--- config.mk ---
export PLATFORM = sky130hd
export DESIGN_NAME = uart_frame_parser_flat
export DESIGN_NICKNAME = d
export VERILOG_FILES = /design/src/rtl/uart_frame_parser_if.sv /design/src/rtl/uart_frame_parser.sv /design/src/flat_wrapper.sv
export SDC_FILE = /design/constraint.sdc
export NUM_CORES = 1
export LEC_CHECK = 0
export CAP_MARGIN = 15
export CORE_MARGIN = 5
export CORE_UTILIZATION = 54
export CTS_CLUSTER_SIZE = 10
export DETAILED_ROUTE_END_ITERATION = 7
export PLACE_DENSITY = 0.77
export SLEW_MARGIN = 20
export SYNTH_ARGS = -nofsm -noshare
export SYNTH_HDL_FRONTEND = slang
export SYNTH_SLANG_ARGS = --single-unit
--- constraint.sdc ---
create_clock -name clk -period 4.2 [get_ports clk]
set_input_delay 0.63 -clock clk [delete_from_list [all_inputs] [get_ports clk]]
set_output_delay 0.63 -clock clk [all_outputs]
set_load 0.005 [all_outputs]
--- src/rtl/uart_frame_parser_if.sv ---
// Byte-stream input and payload-stream output of the UART frame parser.
// master is the parser side, slave is the UART receiver plus payload sink.
interface uart_frame_parser_if;
    logic [7:0] rx_byte;
    logic       rx_valid;
    logic [7:0] pld_data;
    logic       pld_valid;
    logic       pld_ready;
    logic       pld_last;
    logic       frame_ok;
    logic       err;
    logic [1:0] err_code;
    logic       rx_drop;

    modport master (
        input  rx_byte, rx_valid, pld_ready,
        output pld_data, pld_valid, pld_last, frame_ok, err, err_code, rx_drop
    );

    modport slave (
        output rx_byte, rx_valid, pld_ready,
        input  pld_data, pld_valid, pld_last, frame_ok, err, err_code, rx_drop
    );
endinterface

--- src/rtl/uart_frame_parser.sv ---
// Parses SOF/LEN/payload/CHK frames from a UART byte stream and releases the
// buffered payload over valid/ready only after the checksum verifies.
module uart_frame_parser #(
    parameter logic [7:0]  SOF          = 8'hAA,
    parameter int unsigned MAX_LEN      = 16,
    parameter int unsigned TIMEOUT_CLKS = 104166
) (
    input logic                 clk,
    input logic                 rst,
    uart_frame_parser_if.master bus
);
    localparam int unsigned     IDX_W     = (MAX_LEN > 1) ? $clog2(MAX_LEN) : 1;
    localparam int unsigned     TMO_W     = $clog2(TIMEOUT_CLKS);
    localparam logic [TMO_W-1:0] TMO_LAST = TMO_W'(TIMEOUT_CLKS - 2);
    localparam logic [7:0]      MAX_LEN_B = 8'(MAX_LEN);

    typedef enum logic [2:0] {
        S_IDLE,
        S_LEN,
        S_DATA,
        S_CHK,
        S_SEND
    } state_t;

    state_t           state_q;
    logic [IDX_W-1:0] len_m1_q;
    logic [7:0]       sum_q;
    logic [IDX_W-1:0] wr_idx_q;
    logic [IDX_W-1:0] rd_idx_q;
    logic [TMO_W-1:0] tmo_q;
    logic [7:0]       mem_q [MAX_LEN];

    logic [7:0]       pld_data_q;
    logic             pld_valid_q;
    logic             pld_last_q;
    logic             frame_ok_q;
    logic             err_q;
    logic [1:0]       err_code_q;
    logic             rx_drop_q;

    logic             in_frame;
    logic             tmo_expired;
    logic             len_bad;
    logic             rd_last;
    logic [IDX_W-1:0] rd_nxt;

    always_comb begin
        in_frame    = (state_q == S_LEN) || (state_q == S_DATA) || (state_q == S_CHK);
        // The counter only reaches TMO_LAST-level expiry when no byte arrives this cycle.
        tmo_expired = in_frame && !bus.rx_valid && (tmo_q == TMO_LAST);
        len_bad     = (bus.rx_byte == 8'd0) || (bus.rx_byte > MAX_LEN_B);
        rd_last     = (rd_idx_q == len_m1_q);
        rd_nxt      = rd_idx_q + 1'b1;
    end

    // Payload storage is intentionally left out of reset.
    always_ff @(posedge clk) begin
        if ((state_q == S_DATA) && bus.rx_valid) begin
            mem_q[wr_idx_q] <= bus.rx_byte;
        end
    end

    always_ff @(posedge clk or posedge rst) begin
        if (rst) begin
            state_q     <= S_IDLE;
            len_m1_q    <= '0;
            sum_q       <= '0;
            wr_idx_q    <= '0;
            rd_idx_q    <= '0;
            tmo_q       <= '0;
            pld_data_q  <= '0;
            pld_valid_q <= 1'b0;
            pld_last_q  <= 1'b0;
            frame_ok_q  <= 1'b0;
            err_q       <= 1'b0;
            err_code_q  <= '0;
            rx_drop_q   <= 1'b0;
        end else begin
            frame_ok_q <= 1'b0;
            err_q      <= 1'b0;
            rx_drop_q  <= 1'b0;
            tmo_q      <= (in_frame && !bus.rx_valid) ? tmo_q + 1'b1 : '0;

            if (tmo_expired) begin
                state_q    <= S_IDLE;
                tmo_q      <= '0;
                err_q      <= 1'b1;
                err_code_q <= 2'b11;
            end else begin
                case (state_q)
                    S_IDLE: begin
                        if (bus.rx_valid && (bus.rx_byte == SOF)) begin
                            state_q <= S_LEN;
                        end
                    end
                    S_LEN: begin
                        if (bus.rx_valid) begin
                            if (len_bad) begin
                                state_q    <= S_IDLE;
                                err_q      <= 1'b1;
                                err_code_q <= 2'b01;
                            end else begin
                                len_m1_q <= IDX_W'(bus.rx_byte - 8'd1);
                                sum_q    <= bus.rx_byte;
                                wr_idx_q <= '0;
                                state_q  <= S_DATA;
                            end
                        end
                    end
                    S_DATA: begin
                        if (bus.rx_valid) begin
                            sum_q    <= sum_q + bus.rx_byte;
                            wr_idx_q <= wr_idx_q + 1'b1;
                            if (wr_idx_q == len_m1_q) begin
                                state_q <= S_CHK;
                            end
                        end
                    end
                    S_CHK: begin
                        if (bus.rx_valid) begin
                            if (bus.rx_byte == sum_q) begin
                                state_q     <= S_SEND;
                                rd_idx_q    <= '0;
                                pld_valid_q <= 1'b1;
                                pld_data_q  <= mem_q[0];
                                pld_last_q  <= (len_m1_q == '0);
                                frame_ok_q  <= 1'b1;
                            end else begin
                                state_q    <= S_IDLE;
                                err_q      <= 1'b1;
                                err_code_q <= 2'b10;
                            end
                        end
                    end
                    S_SEND: begin
                        if (bus.rx_valid) begin
                            rx_drop_q <= 1'b1;
                        end
                        if (bus.pld_ready) begin
                            if (rd_last) begin
                                state_q     <= S_IDLE;
                                pld_valid_q <= 1'b0;
                                pld_last_q  <= 1'b0;
                            end else begin
                                rd_idx_q   <= rd_nxt;
                                pld_data_q <= mem_q[rd_nxt];
                                pld_last_q <= (rd_nxt == len_m1_q);
                            end
                        end
                    end
                    default: state_q <= S_IDLE;
                endcase
            end
        end
    end

    assign bus.pld_data  = pld_data_q;
    assign bus.pld_valid = pld_valid_q;
    assign bus.pld_last  = pld_last_q;
    assign bus.frame_ok  = frame_ok_q;
    assign bus.err       = err_q;
    assign bus.err_code  = err_code_q;
    assign bus.rx_drop   = rx_drop_q;
endmodule

--- src/flat_wrapper.sv ---
// flat-port wrapper written by rule: the top's interface ports become plain ports
module uart_frame_parser_flat 
#(
    parameter logic [7:0]  SOF          = 8'hAA,
    parameter int unsigned MAX_LEN      = 16,
    parameter int unsigned TIMEOUT_CLKS = 104166
)
  (clk, rst, bus_rx_byte, bus_rx_valid, bus_pld_ready, bus_pld_data, bus_pld_valid, bus_pld_last, bus_frame_ok, bus_err, bus_err_code, bus_rx_drop);
  uart_frame_parser_if bus_i ();
  input logic clk;
  input logic rst;
  input wire logic [$bits(bus_i.rx_byte)-1:0] bus_rx_byte;
  input wire logic [$bits(bus_i.rx_valid)-1:0] bus_rx_valid;
  input wire logic [$bits(bus_i.pld_ready)-1:0] bus_pld_ready;
  output wire logic [$bits(bus_i.pld_data)-1:0] bus_pld_data;
  output wire logic [$bits(bus_i.pld_valid)-1:0] bus_pld_valid;
  output wire logic [$bits(bus_i.pld_last)-1:0] bus_pld_last;
  output wire logic [$bits(bus_i.frame_ok)-1:0] bus_frame_ok;
  output wire logic [$bits(bus_i.err)-1:0] bus_err;
  output wire logic [$bits(bus_i.err_code)-1:0] bus_err_code;
  output wire logic [$bits(bus_i.rx_drop)-1:0] bus_rx_drop;
  assign bus_i.rx_byte = bus_rx_byte;
  assign bus_i.rx_valid = bus_rx_valid;
  assign bus_i.pld_ready = bus_pld_ready;
  assign bus_pld_data = bus_i.pld_data;
  assign bus_pld_valid = bus_i.pld_valid;
  assign bus_pld_last = bus_i.pld_last;
  assign bus_frame_ok = bus_i.frame_ok;
  assign bus_err = bus_i.err;
  assign bus_err_code = bus_i.err_code;
  assign bus_rx_drop = bus_i.rx_drop;
  uart_frame_parser #(.SOF(SOF), .MAX_LEN(MAX_LEN), .TIMEOUT_CLKS(TIMEOUT_CLKS)) u_core (.clk(clk), .rst(rst), .bus(bus_i));
endmodule
---- Word-level counts from Yosys, hierarchy flattened ----
Memory sizes are Yosys's and may differ from the RTL's.
Cells that the tools add are included.
word-level totals
  register bits after elaboration ......... 55
  bits in latches ......................... 0
  memory bits (writable) .................. 128
  bits in read-only memories .............. 0
  input port bits ......................... 12
  output and inout bits ................... 15
  logic and storage cells ................. 132
  memories ................................ 1
operators by class
  add/sub/neg operators ................... 5
  multipliers ............................. 0
  div/mod/pow operators ................... 0
  magnitude comparators ................... 1
  eq/ne operators ......................... 27
  shift-type cells ........................ 0
  mux-type cells .......................... 62
  bitwise operators ....................... 2
  reductions and logical operators ........ 21
memory list
  name          depth  width  read ports  clocked after Yosys merged registers in  wr ports  RTL line                 RTL
  u_core.mem_q  16     8      2           0                                        1         uart_frame_parser.sv:31  logic [7:0] mem_q [MAX_LEN];
operators with widths
  cell                     count
  $mux W8                  7
  $mux W17                 2
  $pmux W8 S2              2
  $mux W4                  7
  $mux W3                  9
  $mux W1                  22
  $ne A3 B2 Y1 const B     6
  $add A17 B1 Y17 const B  1
  $eq A17 B17 Y1 const B   1
  $pmux W4 S2              2
  $pmux W3 S5              1
  $reduce_and A5 Y1        3
  $ne A2 B2 Y1 const B     7
  $eq A4 B4 Y1             3
  $mux W2                  6
  $reduce_and A6 Y1        2
  $ne A3 B1 Y1 const B     3
  $add A4 B1 Y4 const B    2
  $add A8 B8 Y8            1
  $eq A8 B8 Y1             1
  $eq A8 B8 Y1 const B     1
  $gt A8 B5 Y1 const B     1
  $logic_not A8 Y1         1
  $reduce_and A7 Y1        1
  16 further kinds         26

---- Depth between registers and ports, before layout ----
  depth after elaboration ................. 7
  depth in mapped cells ................... 9
  gate-level depth less buffers ........... 9

---- Worst setup path before layout ----
No wires, ideal clock.
  path kind ............................... input to register
  from .................................... input bus_rx_valid
  to ...................................... memory u_core.mem_q[0][0] (enable)
  library setup time ...................... 395 ps
  arrival time ............................ 2071 ps
  data required time ...................... 3805 ps
  path slack .............................. 1735 ps
  cell stages on the path ................. 4
  buffers on the path ..................... 2
  cells stage by stage .................... clkbuf_1 nand2_1 clkbuf_1 nor4_1
on the way
  longest elaborated chain between the ends .. 3
ends and longest elaborated chain
  what                           RTL line                 RTL
  start: declaration             flat_wrapper.sv:13       input wire logic [$bits(bus_i.rx_valid)-1:0] bus_rx_valid;
  $logic_and A1 B1 Y1            uart_frame_parser.sv:58  if ((state_q == S_DATA) && bus.rx_valid) begin
  $mux W1                        uart_frame_parser.sv:58
  $mux W1 (implied by the code)  uart_frame_parser.sv:59  mem_q[wr_idx_q] <= bus.rx_byte;
  end: declaration               uart_frame_parser.sv:31
Every way passes these cells.

---- Worst setup path in the final report ----
  from .................................... input bus_rx_byte[2]
  to ...................................... register u_core.rd_idx_q[1]
on the way
  longest elaborated chain between the ends .. 3
ends and longest elaborated chain
  what                                RTL line                  RTL
  start: declaration                  flat_wrapper.sv:12        input wire logic [$bits(bus_i.rx_byte)-1:0] bus_rx_byte;
  $eq A8 B8 Y1                        uart_frame_parser.sv:121  if (bus.rx_byte == sum_q) begin
  $ne A2 B2 Y1 (no source line)       --
  $reduce_and A6 Y1 (no source line)  --
  end signal: assignment              uart_frame_parser.sv:145  rd_idx_q <= rd_nxt;
  end: declaration                    uart_frame_parser.sv:29   logic [IDX_W-1:0] rd_idx_q;
Every way passes these cells.
A chain may end at the register's enable or synchronous reset.

==> load_flow_metrics.sql <==
INSERT INTO impl_metrics (metric_group, metric, value, unit) VALUES
('floorplanning', 'core_region_area', '14640', 'sq um'),
('yosys', 'async_flop_share', '0.3005', ''),
('final_layout', 'syn2layout_area_growth', '13.03', '%'),
('grt', 'global_route.usage.met1', '0.2869', ''),
('run', 'timing.max_cap.violations', '0', ''),
('clock_network', 'h_tree_depth', '4', ''),
('clock_network', 'cts.repair.resized', '0', ''),
('timing', 'tns', '0', 'ns'),
('grt', 'globalRouteTotalUtil', '0.2159', ''),
('yosys', 'post_synth_fa_ha_maj_area_fraction', '0.02828', ''),
('timing', 'rsz0062_at_grt', 'no', ''),
('floorplanning', 'io_pins', '27', ''),
('floorplanning', 'start_util', '0.5560', ''),
('final_layout', 'nets', '609', ''),
('detailed_routing', 'firstDrtPassIters', '5', ''),
('yosys', 'ys.flop_type', 'edfxtp_1', ''),
('floorplanning', 'die_height', '132.8', 'um'),
('grt', 'grt_start_max_net_pins', '35', ''),
('yosys', 'postSynthNetCount', '571', ''),
('final_layout', 'most-common-layout-cells', 'edfxtp_1 (128), dfrtp_1 (54), nor2_1 (49)', ''),
('clock_network', 'hold_buffer_count_at_cts', '0', ''),
('clock_network', 'ctsLongestPathBuffers', '2', ''),
('pwr', 'ir_drop', '0.3038', 'mV'),
('setup_path', 'r2r_slack', '1.48', 'ns'),
('yosys', 'synth.area.top_cells', 'edfxtp_1 (47%), dfrtp_1 (17%), mux4_2 (9.4%), ha_1 (2.5%), nor2_1 (2.3%)', ''),
('final_layout', 'layout_commonest_cell', 'edfxtp_1', ''),
('setup_path', 'cp.required', '4.53', 'ns'),
('yosys', 'yosysUniqueCellTypes', '58', ''),
('yosys', 'post_synth.cell_area_avg', '15.02', 'sq um'),
('pwr', 'p_int', '3.197', 'mW'),
('detailed_routing', 'wl_per_cell', '23.12', 'um'),
('pwr', 'powerDensity', '468.1', 'nW/um^2'),
('timing', 'report.final.setup_viol', '0', ''),
('grt', 'initial_antenna_violation_count', '0', ''),
('yosys', 'synth-compound-area-share', '0.04103', ''),
('timing', 'fin_crit', '2.972', 'ns'),
('timing', 'max_freq', '336.4', 'MHz'),
('floorplanning', 'floorplan_die_area', '17630', 'sq um'),
('yosys', 'synth.top_cell.area_share', '0.4721', ''),
('final_layout', 'antenna-diode-count', '0', ''),
('setup_path', 'crit_type', 'in2reg', ''),
('setup_path', 'crit_fanout', '22', ''),
('yosys', 'syn_area', '8142', 'sq um'),
('placement', 'dpl.hpwl', '11670', 'um'),
('setup_path', 'worst_setup_path_start_kind', 'input port', ''),
('placement', 'place.gp.congestion', '0.8617', ''),
('timing', 'final.setup.worst_slack', '1.228', 'ns'),
('pwr', 'pwr-share-comb', '0.149', ''),
('detailed_routing', 'dr_total_vias', '4783', ''),
('pwr', 'power.share.switching', '0.2579', ''),
('detailed_routing', 'routed_via_density', '6.156', ''),
('grt', 'globalRouteMet2Util', '0.3564', ''),
('pwr', 'sequentialPowerShare', '0.499', ''),
('grt', 'grt_pass1_wl', '28540', 'um'),
('clock_network', 'post_cts_setup_driven_buffer_insertion_count', '0', ''),
('outcome', 'status', 'complete, no violations', ''),
('clock_network', 'cts_sinks', '183', ''),
('yosys', 'yosysWarnings', '0', ''),
('final_layout', 'final_core_util', '0.6284', ''),
('detailed_routing', 'drtIter0Drc', '664', ''),
('yosys', 'yosys.area_share.xor_xnor', '0.04549', ''),
('final_layout', 'final-instance-count-excl-fill', '777', ''),
('timing', 'finalClockSkew', '0.009251', 'ns'),
('setup_path', 'crit_arrival', '3.30', 'ns'),
('timing', 'timing.max_slew.rel_slack', '0.3767', ''),
('yosys', 'synth-edff-count', '128', ''),
('detailed_routing', 'postRouteWirelength', '17970', 'um'),
('yosys', 'synth_top_family_by_area', 'multiplexers', ''),
('yosys', 'synth.area.mux_share', '0.1171', ''),
('yosys', 'netlist.top_cell.by_area', 'edfxtp_1', ''),
('floorplanning', 'placementRows', '44', '');
-- final timing paths --
check	from	end	cells after the start
min reg2reg	u_core.sum_q[4]	u_core.sum_q[4]	2
max in group asynchronous	rst	u_core.wr_idx_q[1]	3
max	bus_rx_byte[2]	u_core.rd_idx_q[1]	8
min	u_core.sum_q[4]	u_core.sum_q[4]	2
min in group asynchronous	rst	u_core.tmo_q[8]	2
max reg2reg	u_core.rd_idx_q[0]	u_core.bus.pld_data[2]	6
-- final cells by class --
type | count | area [sq um]
multi-input combinational | 314 | 2726
clock buffer | 22 | 454.2
inverter | 21 | 78.83
tap | 184 | 230.2
timing repair buffer | 43 | 387.9
clock inverter | 10 | 103.9
sequential | 183 | 5221
fill | 1011 | 5441
-- flip-flops by register name, indices dropped and copies added, names as in the netlist --
register	flops
u_core.bus.frame_ok	1
u_core.bus.pld_last	1
u_core.bus.rx_drop	1
u_core.len_m1_q	4
u_core.wr_idx_q	4
u_core.sum_q	8
u_core.state_q	3
u_core.tmo_q	17
u_core.bus.err_code	2
u_core.rd_idx_q	4
u_core.bus.pld_valid	1
u_core.bus.pld_data	8
u_core.bus.err	1
u_core.mem_q	128
-- cell usage after synthesis (3+ instances only) --
library cell,number
clkbuf_1,12
xnor2_1,20
and2_1,9
a21oi_1,5
nor4_1,7
mux2i_1,3
o22ai_1,5
edfxtp_1,128
nand4_1,6
nor2_1,49
and3_1,9
dfrtp_1,55
o21a_1,3
xor2_1,16
buf_1,4
a31oi_1,9
nand3_1,16
o21ai_0,11
inv_1,21
nor2b_1,4
buf_2,3
mux4_1,6
mux4_2,34
nand2_1,39
buf_4,4
nor3_1,8
ha_1,16
-- through the flow --
stage               area, sq um  total power, mW
floorplan                  8142            2.608
global placement           8645            2.778
detailed placement         8645            2.817
CTS                        9203            4.324
global route               9203            4.501
finish                     9203            4.308
-- layer usage --
metal / vias to the layer above / routed length, um
li1: 2124 / -
met1: 2428 / 6982
met2: 211 / 9303
met3: 20 / 1355
met4: 0 / 323
met5: - / 0
-- worst max-delay path: stages --
cell and delay, ns:
clkdlybuf4s50_1 0.80, ha_1 0.38, nor3_1 0.20, nand4_1 0.32, a211oi_2 0.32, buf_4 0.29, nand2_1 0.13, o22ai_1 0.21
-- power by group through the flow --
| stage | registers, mW | clock network [mW] | logic [mW] |
|---|---|---|---|
| finish | 2.15 | 1.52 | 0.641 |
| global route | 2.16 | 1.63 | 0.712 |
| detailed placement | 2.18 | 0 | 0.635 |
| global placement | 2.18 | 0 | 0.601 |
| CTS | 2.15 | 1.54 | 0.638 |
| floorplan | 2.13 | 0 | 0.478 |
-- kinds of logic (layout without fill, tap and decap cells) --
family                     Yosys count  in the layout
AOI/OAI and AO/OA                   50             50
xor gates and xnor gates            38             38
adders and majority gates           18             18
buffers and inverters               45             96
DFF                                183            183
muxes                               43             43
and+or+nand+nor                    165            165
(Power assumes the default switching activity.)
